## config.mk

```make
export PLATFORM = sky130hd
export DESIGN_NAME = vram_scanout_arbiter_flat
export DESIGN_NICKNAME = d
export VERILOG_FILES = /design/src/rtl/vram_arb_pkg.sv /design/src/rtl/vram_scanout_arbiter_if.sv /design/src/rtl/vram_timing_delay.sv /design/src/rtl/vram_scanout_arbiter.sv /design/src/flat_wrapper.sv
export SDC_FILE = /design/constraint.sdc
export NUM_CORES = 1
export LEC_CHECK = 0
export ABC_AREA = 1
export BUFFER_PORTS_ARGS = -buffer_cell sky130_fd_sc_hd__buf_2
export CORE_MARGIN = 2
export CORE_UTILIZATION = 30
export CTS_CLUSTER_SIZE = 20
export DETAILED_ROUTE_END_ITERATION = 16
export RECOVER_POWER = 50
export SETUP_SLACK_MARGIN = 0.15
export SYNTH_ARGS = -nofsm -noshare
export SYNTH_HDL_FRONTEND = slang
export SYNTH_SLANG_ARGS = --single-unit
```

## constraint.sdc

```tcl
create_clock -name pixel_clk -period 1.35 [get_ports pixel_clk]
set_clock_uncertainty 0.05 [all_clocks]
set_input_delay 0.27 -clock pixel_clk [delete_from_list [all_inputs] [get_ports pixel_clk]]
set_output_delay 0.27 -clock pixel_clk [all_outputs]
set_load 0.05 [all_outputs]
```

## src/rtl/vram_arb_pkg.sv

```systemverilog
// ---------------------------------------------------------------------------
// vram_arb_pkg
// Shared types for the VRAM scan-out arbiter:
//   owner_e  - which client owns the next memory cycle
//   tag_t    - per-cycle pipeline tag that travels alongside a memory access
//   MEM_LAT  - cycles from the issue decision to read data at the arbiter
// ---------------------------------------------------------------------------
package vram_arb_pkg;

    typedef enum logic [1:0] {
        IDLE   = 2'd0,
        DISP   = 2'd1,
        CPU_WR = 2'd2,
        CPU_RD = 2'd3
    } owner_e;

    // Tags which consumer (if any) the read data of a cycle belongs to.
    typedef struct packed {
        logic disp;
        logic cpu_rd;
    } tag_t;

    // One cycle for the registered mem_* outputs plus one for the RAM read.
    localparam int MEM_LAT = 2;

    function automatic tag_t owner_to_tag(input owner_e owner);
        tag_t tag;
        tag.disp   = (owner == DISP);
        tag.cpu_rd = (owner == CPU_RD);
        return tag;
    endfunction

endpackage

```

## src/rtl/vram_scanout_arbiter_if.sv

```systemverilog
// ---------------------------------------------------------------------------
// vram_scanout_arbiter_if
// CPU access port of the VRAM scan-out arbiter.
//   cpu_req/cpu_we/cpu_addr/cpu_wdata : request, held stable until accepted
//   cpu_ready                         : request accepted when cpu_req && cpu_ready
//   cpu_rvalid/cpu_rdata              : one-cycle read-data pulse
// master = CPU side, slave = arbiter side.
// ---------------------------------------------------------------------------
interface vram_scanout_arbiter_if #(
    parameter int ADDR_W = 16,
    parameter int DATA_W = 8
);
    logic              cpu_req;
    logic              cpu_we;
    logic [ADDR_W-1:0] cpu_addr;
    logic [DATA_W-1:0] cpu_wdata;
    logic              cpu_ready;
    logic              cpu_rvalid;
    logic [DATA_W-1:0] cpu_rdata;

    modport master (
        output cpu_req, cpu_we, cpu_addr, cpu_wdata,
        input  cpu_ready, cpu_rvalid, cpu_rdata
    );

    modport slave (
        input  cpu_req, cpu_we, cpu_addr, cpu_wdata,
        output cpu_ready, cpu_rvalid, cpu_rdata
    );
endinterface

```

## src/rtl/vram_timing_delay.sv

```systemverilog
// ---------------------------------------------------------------------------
// vram_timing_delay
// Delays {display_on, hsync, vsync} by MEM_LAT cycles so that they leave
// aligned with pixel data read from the VRAM.
//   pixel_clk, reset_n          : clock, synchronous active-low reset
//   display_on, hsync, vsync    : raw timing from the raster generator
//   de_o, hsync_o, vsync_o      : the same signals, MEM_LAT cycles later
// ---------------------------------------------------------------------------
module vram_timing_delay
    import vram_arb_pkg::*;
(
    input  logic pixel_clk,
    input  logic reset_n,
    input  logic display_on,
    input  logic hsync,
    input  logic vsync,
    output logic de_o,
    output logic hsync_o,
    output logic vsync_o
);

    // Each stage holds {display_on, hsync, vsync}; index 0 is the newest.
    logic [MEM_LAT-1:0][2:0] stage_d, stage_q;

    always_comb begin
        stage_d = {stage_q[MEM_LAT-2:0], {display_on, hsync, vsync}};
    end

    always_ff @(posedge pixel_clk) begin
        if (!reset_n) begin
            stage_q <= '0;
        end else begin
            stage_q <= stage_d;
        end
    end

    assign {de_o, hsync_o, vsync_o} = stage_q[MEM_LAT-1];

endmodule

```

## src/rtl/vram_scanout_arbiter.sv

```systemverilog
// ---------------------------------------------------------------------------
// vram_scanout_arbiter
// Shares one single-port synchronous VRAM between display scan-out and a CPU
// port. Display fetches own every active-region cycle; the CPU is served in
// blanking. Timing is delayed to match memory latency so pix_* leave aligned.
//   pixel_clk, reset_n           : clock, synchronous active-low reset
//   hcounter, vcounter           : raster position from the timing generator
//   hsync, vsync, display_on     : raster timing from the timing generator
//   cpu                          : CPU access port (slave side)
//   mem_en/we/addr/wdata, rdata  : VRAM port, outputs registered
//   pix_data/de/hsync/vsync      : aligned video output
// ---------------------------------------------------------------------------
module vram_scanout_arbiter
    import vram_arb_pkg::*;
#(
    parameter int HACTIVE = 240,
    parameter int VACTIVE = 256,
    parameter int ADDR_W  = 16,
    parameter int DATA_W  = 8
) (
    input  logic                  pixel_clk,
    input  logic                  reset_n,
    input  logic [31:0]           hcounter,
    input  logic [31:0]           vcounter,
    input  logic                  hsync,
    input  logic                  vsync,
    input  logic                  display_on,
    vram_scanout_arbiter_if.slave cpu,
    output logic                  mem_en,
    output logic                  mem_we,
    output logic [ADDR_W-1:0]     mem_addr,
    output logic [DATA_W-1:0]     mem_wdata,
    input  logic [DATA_W-1:0]     mem_rdata,
    output logic [DATA_W-1:0]     pix_data,
    output logic                  pix_de,
    output logic                  pix_hsync,
    output logic                  pix_vsync
);

    localparam logic [31:0] VACTIVE_W = 32'(VACTIVE);
    localparam logic [31:0] HACTIVE_W = 32'(HACTIVE);

    // The linear frame layout makes the line length implicit in disp_addr,
    // and display_on already encodes the horizontal position.
    logic unused_inputs;
    assign unused_inputs = ^{hcounter, HACTIVE_W};

    owner_e            owner_d, owner_q;
    logic              mem_en_d, mem_en_q;
    logic              mem_we_d, mem_we_q;
    logic [ADDR_W-1:0] mem_addr_d, mem_addr_q;
    logic [DATA_W-1:0] mem_wdata_d, mem_wdata_q;
    logic [ADDR_W-1:0] disp_addr_d, disp_addr_q;
    tag_t              tag2_d, tag2_q;
    logic [DATA_W-1:0] rdata_hold_d, rdata_hold_q;

    // Issue decision: display always wins in the active region.
    always_comb begin
        // NOTE: every output of this block gets a default first, so no path leaves a latch.
        owner_d     = IDLE;
        mem_addr_d  = mem_addr_q;
        mem_wdata_d = mem_wdata_q;

        if (display_on) begin
            owner_d    = DISP;
            mem_addr_d = disp_addr_q;
        end else if (cpu.cpu_req) begin
            owner_d    = cpu.cpu_we ? CPU_WR : CPU_RD;
            mem_addr_d = cpu.cpu_addr;
            if (cpu.cpu_we) begin
                mem_wdata_d = cpu.cpu_wdata;
            end
        end

        mem_en_d = (owner_d != IDLE);
        mem_we_d = (owner_d == CPU_WR);
    end

    // Scan address: cleared throughout vertical blanking, advanced per fetch.
    always_comb begin
        disp_addr_d = disp_addr_q;
        if (vcounter >= VACTIVE_W) begin
            disp_addr_d = '0;
        end else if (display_on) begin
            disp_addr_d = disp_addr_q + 1'b1;
        end
    end

    // owner_q is tag stage 1 (registered with mem_*); tag2_q lines up with
    // mem_rdata. Read data for the CPU is also kept so cpu_rdata holds.
    always_comb begin
        tag2_d       = owner_to_tag(owner_q);
        rdata_hold_d = tag2_q.cpu_rd ? mem_rdata : rdata_hold_q;
    end

    always_ff @(posedge pixel_clk) begin
        if (!reset_n) begin
            // NOTE: data registers are cleared too because every output must read 0 in reset.
            owner_q      <= IDLE;
            mem_en_q     <= 1'b0;
            mem_we_q     <= 1'b0;
            mem_addr_q   <= '0;
            mem_wdata_q  <= '0;
            disp_addr_q  <= '0;
            tag2_q       <= '0;
            rdata_hold_q <= '0;
        end else begin
            // NOTE: non-blocking so every flop samples pre-edge values.
            owner_q      <= owner_d;
            mem_en_q     <= mem_en_d;
            mem_we_q     <= mem_we_d;
            mem_addr_q   <= mem_addr_d;
            mem_wdata_q  <= mem_wdata_d;
            disp_addr_q  <= disp_addr_d;
            tag2_q       <= tag2_d;
            rdata_hold_q <= rdata_hold_d;
        end
    end

    assign mem_en    = mem_en_q;
    assign mem_we    = mem_we_q;
    assign mem_addr  = mem_addr_q;
    assign mem_wdata = mem_wdata_q;

    // Combinational so the CPU sees the stall in the cycle display_on rises.
    assign cpu.cpu_ready  = reset_n && !display_on;
    // Gated with reset_n so nothing leaks out before the reset edge clears tags.
    assign cpu.cpu_rvalid = reset_n && tag2_q.cpu_rd;
    assign cpu.cpu_rdata  = !reset_n     ? '0        :
                            tag2_q.cpu_rd ? mem_rdata : rdata_hold_q;
    assign pix_data       = (reset_n && tag2_q.disp) ? mem_rdata : '0;

    vram_timing_delay u_timing_delay (
        .pixel_clk  (pixel_clk),
        .reset_n    (reset_n),
        .display_on (display_on),
        .hsync      (hsync),
        .vsync      (vsync),
        .de_o       (pix_de),
        .hsync_o    (pix_hsync),
        .vsync_o    (pix_vsync)
    );

endmodule

```

## src/flat_wrapper.sv

```systemverilog
// flat-port wrapper written by rule: the top's interface ports become plain ports
module vram_scanout_arbiter_flat import vram_arb_pkg::*;
#(
    parameter int HACTIVE = 240,
    parameter int VACTIVE = 256,
    parameter int ADDR_W  = 16,
    parameter int DATA_W  = 8
)
  (pixel_clk, reset_n, hcounter, vcounter, hsync, vsync, display_on, mem_en, mem_we, mem_addr, mem_wdata, mem_rdata, pix_data, pix_de, pix_hsync, pix_vsync, cpu_cpu_req, cpu_cpu_we, cpu_cpu_addr, cpu_cpu_wdata, cpu_cpu_ready, cpu_cpu_rvalid, cpu_cpu_rdata);
  vram_scanout_arbiter_if #(.ADDR_W(ADDR_W), .DATA_W(DATA_W)) cpu_i ();
  input  logic pixel_clk;
  input  logic reset_n;
  input  logic [31:0] hcounter;
  input  logic [31:0] vcounter;
  input  logic hsync;
  input  logic vsync;
  input  logic display_on;
  output logic mem_en;
  output logic mem_we;
  output logic [ADDR_W-1:0] mem_addr;
  output logic [DATA_W-1:0] mem_wdata;
  input  logic [DATA_W-1:0] mem_rdata;
  output logic [DATA_W-1:0] pix_data;
  output logic pix_de;
  output logic pix_hsync;
  output logic pix_vsync;
  input wire logic [$bits(cpu_i.cpu_req)-1:0] cpu_cpu_req;
  input wire logic [$bits(cpu_i.cpu_we)-1:0] cpu_cpu_we;
  input wire logic [$bits(cpu_i.cpu_addr)-1:0] cpu_cpu_addr;
  input wire logic [$bits(cpu_i.cpu_wdata)-1:0] cpu_cpu_wdata;
  output wire logic [$bits(cpu_i.cpu_ready)-1:0] cpu_cpu_ready;
  output wire logic [$bits(cpu_i.cpu_rvalid)-1:0] cpu_cpu_rvalid;
  output wire logic [$bits(cpu_i.cpu_rdata)-1:0] cpu_cpu_rdata;
  assign cpu_i.cpu_req = cpu_cpu_req;
  assign cpu_i.cpu_we = cpu_cpu_we;
  assign cpu_i.cpu_addr = cpu_cpu_addr;
  assign cpu_i.cpu_wdata = cpu_cpu_wdata;
  assign cpu_cpu_ready = cpu_i.cpu_ready;
  assign cpu_cpu_rvalid = cpu_i.cpu_rvalid;
  assign cpu_cpu_rdata = cpu_i.cpu_rdata;
  vram_scanout_arbiter #(.HACTIVE(HACTIVE), .VACTIVE(VACTIVE), .ADDR_W(ADDR_W), .DATA_W(DATA_W)) u_core (.pixel_clk(pixel_clk), .reset_n(reset_n), .hcounter(hcounter), .vcounter(vcounter), .hsync(hsync), .vsync(vsync), .display_on(display_on), .cpu(cpu_i), .mem_en(mem_en), .mem_we(mem_we), .mem_addr(mem_addr), .mem_wdata(mem_wdata), .mem_rdata(mem_rdata), .pix_data(pix_data), .pix_de(pix_de), .pix_hsync(pix_hsync), .pix_vsync(pix_vsync));
endmodule
```

== After elaboration in Yosys (flattened, before gate mapping) ==
Cells that the tools add are included.

* Input bits: 103
* Bits in registers: 60
* Output and inout port bits: 47
* Logic and storage cells: 34

* Eq/ne operators: 3
* Multiplexer cells: 8
* Order comparisons: 1
* Add/sub/neg operators: 1
* Bitwise operators: 2
* Reduce and logical (&&, ||, !) cells: 8

{| class="wikitable"
|+ Operators with widths
! operator !! count
|-
| $ge 32x9->1 const B || 1
|-
| $mux 16 || 2
|-
| $mux 8 || 3
|-
| $add 16x1->16 const B || 1
|-
| $eq 2x2->1 const B || 2
|-
| $mux 2 || 2
|-
| $reduce_bool 2->1 || 2
|-
| $logic_and 1x1->1 || 3
|-
| $reduce_and 3->1 || 1
|-
| $eq 2x1->1 const B || 1
|-
| $not 1->1 || 2
|-
| $reduce_or 2->1 || 1
|-
| $logic_not 1->1 || 1
|-
| $mux 1 || 1
|}

== Depth between registers and ports, before layout ==
Gate-level depths: netlist of the first run.

* Depth after elaboration: 4
* Mapped depth: 8
* Gate-level depth less buffers: 8

== Modules after synthesis ==
Synthesis of the first run repeated with hierarchy kept, for this count alone.

* Cell total of the unflattened synthesis: 376
* Area, all modules: 2588.7 µm²

{| class="wikitable"
|+ By module, submodules not included
! module !! sequential area each (µm²) !! cells an instance !! times used !! area each (µm²)
|-
| vram_scanout_arbiter || 1081.0 || 358 || 1 || 2423.6
|-
| vram_timing_delay || 120.1 || 18 || 1 || 165.2
|}

== Least setup slack after synthesis of the first run ==
Ideal clock, no wire load.

* Kind: register -> output
* From: reg u_core.tag2_q[0] in the netlist's numbering
* To: out cpu_cpu_rdata[6]
* Path slack: -0.528 ns
* Path buffers: 1
* Cell stages (with the launch flop): 4
* Arrival time: 1.558 ns
* Data required time: 1.030 ns
* Path through: dfxtp_1 clkbuf_1 o21ai_0 a21oi_1

* Cells in the longest elaborated chain, start to end: 2

{| class="wikitable"
|+ Ends and longest elaborated chain
! item !! line !! source
|-
| start, declared || vram_scanout_arbiter.sv:54 || <nowiki>tag_t tag2_d, tag2_q;</nowiki>
|-
| start signal, assigned || vram_scanout_arbiter.sv:115 || <nowiki>tag2_q <= tag2_d;</nowiki>
|-
| $mux 8 || -- ||
|-
| $mux 8 || vram_scanout_arbiter.sv:129 || <nowiki>assign cpu.cpu_rdata = !reset_n ? '0 :</nowiki>
|-
| end, declared || flat_wrapper.sv:33 || <nowiki>output wire logic [$bits(cpu_i.cpu_rdata)-1:0] cpu_cpu_rdata;</nowiki>
|}

No other way between the ends.

== Worst setup path in the final report of the first run ==
* From: reg u_core.tag2_q[0] in the netlist's numbering
* To: out cpu_cpu_rdata[3]

Same word-level chain as after synthesis.

==> impl_metrics.csv, run 1 <==
group,metric,value,unit
sta,setup_viol,20,
detailed_routing,routed_wl,7660,microns
placement,io_buffers,109,
hold_path,min_path_type,"input pin to register",
critical_path,critPathBufInv,3,
global_route,grtUsageTotal,0.151,
sta,drv_slew,0,
clock_tree,clock_latency,330,ps
placement,dp_worst_setup_slack,-154,ps
sta,rsz0062_at_grt,"true",
critical_path,worst_setup_path_end_kind,"primary output",
sta,tightest_slew,624,ps
cells_and_area,layout-drive-gt1-share,0.442,
clock_tree,numCtsBuffers,9,
clock_tree,cts_tree,"yes",
sta,fin_crit,1620,ps
detailed_routing,vias_per_cell,4.50,
sta,max_slew_margin,0.584,
synthesis,netlist_area,0.00259,sq mm
cells_and_area,nets,622,
die,die_area,0.00940,sq mm
global_route,grt.overflow.total,0,
status,violations,"setup timing",
critical_path,worstSetupPathDepth,4,
detailed_routing,wl_met2,3880,microns
sta,fin_crit_sh,1.20,
critical_path,path_cells,"buf_8 -> buf_4 -> a21oi_4 -> buf_6",
clock_tree,cts_max_level,3,
cells_and_area,area_growth,70.2,%
detailed_routing,drc,0,
critical_path,rr_worst_depth,6,
hold_path,min_path_cells,3,
placement,placed_cells,602,
critical_path,cp.required,1030,ps
status,status,"finished with violations",
sta,setup_ws,-273,ps
run,drv_cap,0,
detailed_routing,drtPass1Iterations,4,
clock_tree,clk_root_buffer_cell,"clkbuf_8",
detailed_routing,drt.antenna.violating_nets,0,
clock_tree,cts_buffer_depth,2,
critical_path,cp_data_arrival_time,1300,ps
detailed_routing,vias,2825,
detailed_routing,route.top_layer_used,"met4",
critical_path,critPathSlowestCell,"dfxtp_4",
die,die_h,97.0,microns
detailed_routing,wl_per_cell,12.2,microns
global_route,grt_pass1_wl,11600,microns
sta,max_freq,616,MHz
synthesis,synth_cell_types,29,
global_route,grt_max_degree,18,
pwr,p_leak,0.00210,uW
synthesis,yosys_register_bits,60,
cells_and_area,final_cells,628,
critical_path,crit_type,"register to primary output",
synthesis,yosys_warnings,0,
cells_and_area,num_antenna_cells,0,
die,coreArea,0.00830,sq mm
pwr,peakVddDrop,0.562,mV
synthesis,netlist_instances,372,
detailed_routing,drtIter0Drc,92,
detailed_routing,dr_wl_met3,417,microns
sta,finalHoldViolCount,0,
detailed_routing,met1Wirelength,3230,microns
synthesis,synth_nets,476,
critical_path,crit_family,"buffers and inverters",
placement,place.gp.congestion,0.807,
critical_path,path_max_fanout,7,
die,floorplan.initialDensity,0.312,
clock_tree,clock-sinks,60,
global_route,grt_pass1_vias,2587,
die,std_cell_rows,33,
clock_tree,path_clk_slew,70,ps
pwr,power.density,954,mW/mm^2
synthesis,syn_avg_cell_area,6.97,sq um
global_route,antenna_found_initial,0,
critical_path,cp_slowest_stage_delay,360,ps
placement,dp_hpwl,5050,microns
synthesis,seq_area_frac_synth,0.463,
die,num_io_pins,150,
die,chipWidth,97.0,microns
critical_path,worstSetupStartpointType,"register",
==> area by class of cell <==
type	count	area [sq um]
Tap cell	105	131
Sequential cell	60	1250
Inverter	55	210
Timing Repair Buffer	148	1170
Clock buffer	11	141
Multi-Input combinational cell	244	1430
Clock inverter	5	75.1
Fill cell	757	3890
==> cell families after synthesis <==
logic type	Yosys count	synth area share
flip-flops	60	0.463
XOR/XNOR	3	0.0101
buffers and inverters	68	0.102
adder cells (fa/ha/maj)	1	0.00483
AO/OA/AOI/OAI	48	0.104
AND/OR/NAND/NOR	192	0.316
==> Yosys cell counts <==
cell | number | area share
nand3b_1 | 1 | 0.0029
o211ai_1 | 5 | 0.014
a21oi_1 | 19 | 0.037
dfxtp_1 | 60 | 0.46
inv_2 | 2 | 0.0029
nor2_8 | 1 | 0.0077
ha_1 | 1 | 0.0048
o22ai_1 | 1 | 0.0024
xor2_1 | 2 | 0.0068
clkbuf_1 | 9 | 0.013
nor2_2 | 3 | 0.0072
nor2_1 | 57 | 0.083
a31oi_1 | 2 | 0.0048
a22oi_1 | 3 | 0.0087
nand2_2 | 2 | 0.0048
o21ai_0 | 16 | 0.031
inv_1 | 53 | 0.077
or2_2 | 1 | 0.0024
xnor2_1 | 1 | 0.0034
nand3_1 | 30 | 0.058
o21bai_1 | 1 | 0.0029
nor3_1 | 3 | 0.0058
nand4_1 | 5 | 0.012
buf_2 | 2 | 0.0039
a211oi_1 | 1 | 0.0029
nand2_1 | 87 | 0.13
nor3_2 | 1 | 0.0039
or2_0 | 1 | 0.0024
buf_4 | 2 | 0.0058
==> sequential cells by signal, summed over array words and instances, names as in the netlist <==
register                       count
u_core.mem_addr                   16
u_core.disp_addr_q                16
u_core.u_timing_delay.stage_d      3
u_core.tag2_q                      2
u_core.u_timing_delay.de_o         1
u_core.mem_en                      1
u_core.u_timing_delay.vsync_o      1
u_core.mem_wdata                   8
u_core.mem_we                      1
u_core.rdata_hold_q                8
u_core.owner_q                     2
u_core.u_timing_delay.hsync_o      1
==> final timing paths <==
kind,from,to,slack (ps)
hold / removal,hsync,u_core.u_timing_delay.stage_d[4],70
setup / recovery,u_core.tag2_q[0],cpu_cpu_rdata[3],-270
hold reg to reg,u_core.owner_q[1],u_core.tag2_q[1],360
setup reg to reg,u_core.disp_addr_q[2],u_core.disp_addr_q[7],50
==> layout by cell type (no fill, tap or decap), types with 2 or more instances in the layout <==
cell and count:
nand2_1 84, buf_2 61, inv_1 52, nor2_1 44, buf_6 42, dfxtp_1 32, buf_4 31, nand3_1 27
dfxtp_2 22, nor2_4 14, a21oi_1 11, clkbuf_8 10, a21oi_4 8, o21ai_0 8, clkbuf_1 7, dfxtp_4 6
o21ai_2 5, o211ai_1 5, nand4_1 5, nand2_4 3, a22oi_1 3, clkinv_2 3, buf_8 3, buf_12 3
o21ai_1 2, inv_2 2, nor3_1 2, nand3_2 2, nor2_2 2, a31oi_1 2, xor2_1 2, bufinv_16 2
==> report_power, final <==
| part | switching [uW] | internal, uW | leakage (uW) |
|---|---|---|---|
| Combinational | 365 | 247 | 0.00149 |
| Sequential | 29.1 | 1810 | 0.000503 |
| Clock | 676 | 1080 | 0.000113 |
==> per-layer routing <==
metal	vias up	track usage
met5	-	0
met4	0	0.0661
met3	11	0.0383
met2	78	0.263
met1	1276	0.174
li1	1460	-
==> worst reg2reg max path: stages (launching register included) <==
cell and delay, ps:
dfxtp_4 360, nand2_1 190, nor2_4 200, nand3_2 90, or2_0 210, nand2_1 80, nor2_1 40
==> per-stage QoR <==
step	hold WS [ps]	setup TNS [ps]	total power, uW	utilization	area, sq um
global route	62.8	-5820	4390	0.532	4410
detailed placement	351	-3550	2400	0.429	3560
CTS	48.2	-2400	4240	0.499	4150
global placement	348	-3360	2390	0.429	3560
finish	66.6	-3810	4210	0.532	4410
floorplan	318	-494	2190	-	2730
==> what timing repair did <==
item                                    in CTS  in global routing
endpoints found under the setup margin      53                 47
buffers inserted                             5                  4
gates cloned                                 0                  1
hold buffers                                 0                  0
pin swaps                                    6                 10
resized for setup                          104                 81
No activity file was read; power rests on OpenSTA's default activity.
==> run 2: changes to the inputs <==
--- a/config.mk
+++ b/config.mk
@@ -6,7 +6,8 @@
 export NUM_CORES = 1
 export LEC_CHECK = 0
 export ABC_AREA = 1
-export BUFFER_PORTS_ARGS = -buffer_cell sky130_fd_sc_hd__buf_2
+export BUFFER_PORTS_ARGS = -buffer_cell sky130_fd_sc_hd__buf_4
+export CORE_ASPECT_RATIO = 1.25
 export CORE_MARGIN = 2
 export CORE_UTILIZATION = 30
 export CTS_CLUSTER_SIZE = 20
==> constraint.sdc (replaced) <==
create_clock -name pixel_clk -period 1.35 [get_ports pixel_clk]
set_clock_uncertainty 0.05 [all_clocks]
set_input_delay 0.0675 -clock pixel_clk [delete_from_list [all_inputs] [get_ports pixel_clk]]
set_output_delay 0.0675 -clock pixel_clk [all_outputs]
set_load 0.05 [all_outputs]
==> run 2 against run 1 <==
  * The flow finishes with violations (hold timing)
  * Sequential power about the same
  * Sequential share of layout area up 0.54 points
  * Utilization down 2.1 points
  * Die area about the same
  * Register-to-register slack better by 110 ps
  * Fmax up 23%
  * Wire length down 5.6%
  * Global-route usage up 0.31 points
  * Critical path type unchanged
  * Sequential cell count unchanged
  * Critical path depth down 1
  * Count of clock-buffer cells in the layout up 1
  * Hold slack worse by 83 ps
==> impl_metrics.csv, run 2 (synthesis results as in run 1) <==
group,metric,value,unit
die,floorplan.initialDensity,0.311,
cells_and_area,multi_input_area,0.00128,sq mm
sta,max_slew_margin,0.500,
status,violations,"hold timing",
critical_path,cp.required,1230,ps
detailed_routing,wl_per_cell,11.6,microns
sta,setup_viol,0,
sta,hold_ws,-15.9,ps
clock_tree,cts_buffer_depth,2,
sta,fin_crit,1320,ps
die,die_area,0.00941,sq mm
pwr,p_leak,0.00208,uW
critical_path,worst_setup_path_end_kind,"primary output",
pwr,peakVddDrop,0.551,mV
global_route,antenna_found_initial,0,
detailed_routing,drtPass1Iterations,4,
global_route,grt_pass1_wl,11400,microns
critical_path,cp_data_arrival_time,1200,ps
placement,place.gp.congestion,0.783,
global_route,grtUsageTotal,0.154,
die,die_h,108,microns
detailed_routing,drtIter0Drc,120,
clock_tree,clk_root_buffer_cell,"clkbuf_8",
sta,finalHoldViolCount,5,
sta,max_freq,757,MHz
die,chipWidth,87.1,microns
clock_tree,cts_max_level,3,
placement,placed_cells,582,
placement,dp_hpwl,5180,microns
clock_tree,cts_tree,"yes",
critical_path,crit_type,"register to primary output",
cells_and_area,regArea,0.00123,sq mm
cells_and_area,nets,626,
detailed_routing,drt.antenna.violating_nets,0,
cells_and_area,layout-drive-gt1-share,0.345,
cells_and_area,final_common_cell,"buf_4",
detailed_routing,vias,2822,
hold_path,min_path_type,"input pin to register",
pwr,power.density,988,mW/mm^2
critical_path,worstSetupStartpointType,"register",
cells_and_area,final_cells,624,
detailed_routing,drc,0,
critical_path,path_max_fanout,14,
detailed_routing,vias_per_cell,4.52,
global_route,grt.overflow.total,0,
sta,tightest_slew,750,ps
clock_tree,numCtsBuffers,9,
die,std_cell_rows,37,
cells_and_area,area_growth,64.1,%
sta,drv_slew,0,
sta,fin_crit_sh,0.979,
clock_tree,clock_latency,340,ps
global_route,grt_max_degree,28,
cells_and_area,layout_common_cells,"106 x buf_4, 84 x nand2_1, 53 x inv_1",
clock_tree,path_clk_slew,70,ps
die,coreArea,0.00833,sq mm
run,drv_cap,0,
cells_and_area,num_antenna_cells,0,
sta,rsz0062_at_grt,"true",
placement,io_buffers,109,
status,status,"finished with violations",
global_route,grt_pass1_vias,2702,
clock_tree,hold_buffers,22,
detailed_routing,routed_wl,7230,microns
die,num_io_pins,150,
cells_and_area,fillers,809,
clock_tree,clock-sinks,60,
sta,setup_tns,0,ps
-- run 2: power breakdown --
part           switching [uW]  internal [uW]
clock network             678           1090
logic                     341            272
registers                21.6           1810
total                    1040           3160
-- run 2: timing repair --
item	in CTS	in global routing
pin swaps	1	15
setup buffers	2	2
gates resized for setup	28	28
hold endpoints to repair	30	5
setup endpoints to repair	23	27
-- run 2: final timing paths --
kind,from,endpoint,slack [ps],cells past startpoint
setup / recovery,u_core.tag2_q[0],cpu_cpu_rdata[3],30,3
hold / removal,mem_rdata[3],u_core.rdata_hold_q[3],-20,3
setup reg to reg,u_core.disp_addr_q[1],u_core.disp_addr_q[7],160,6
hold reg to reg,u_core.u_timing_delay.stage_d[3],u_core.u_timing_delay.vsync_o,370,2
-- run 2: metal layers --
metal,GRT usage,share of wire,up-vias,routed length (microns)
li1,-,-,1472,-
met1,0.166,0.43,1244,3090
met2,0.279,0.49,95,3530
met3,0.0397,0.066,11,478
met4,0.0681,0.019,0,136
met5,0,0,-,0
-- run 2: cell type report --
class	count	area share
clock buffer	12	0.0341
multi-input combinational	244	0.301
sequential	60	0.289
clock inverter	4	0.0171
inverter	55	0.0485
tap	97	0.0285
timing repair buffer	152	0.282
-- run 2: stage by stage --
| stage | area, sq um | utilization | setup WS [ps] | power (uW) |
|---|---|---|---|---|
| floorplan | 2650 | - | 117 | 2180 |
| global placement | 3650 | 0.438 | 62.9 | 2440 |
| detailed placement | 3650 | 0.438 | 55.0 | 2450 |
| CTS | 4180 | 0.502 | -6.83 | 4290 |
| global route | 4260 | 0.511 | -51.9 | 4380 |
| finish | 4260 | 0.511 | 28.3 | 4200 |
-- run 2: critical path, cell delays in order (launching register included) --
cell and delay [ps]:
dfxtp_4 390, buf_4 160, a21oi_2 140, buf_6 180
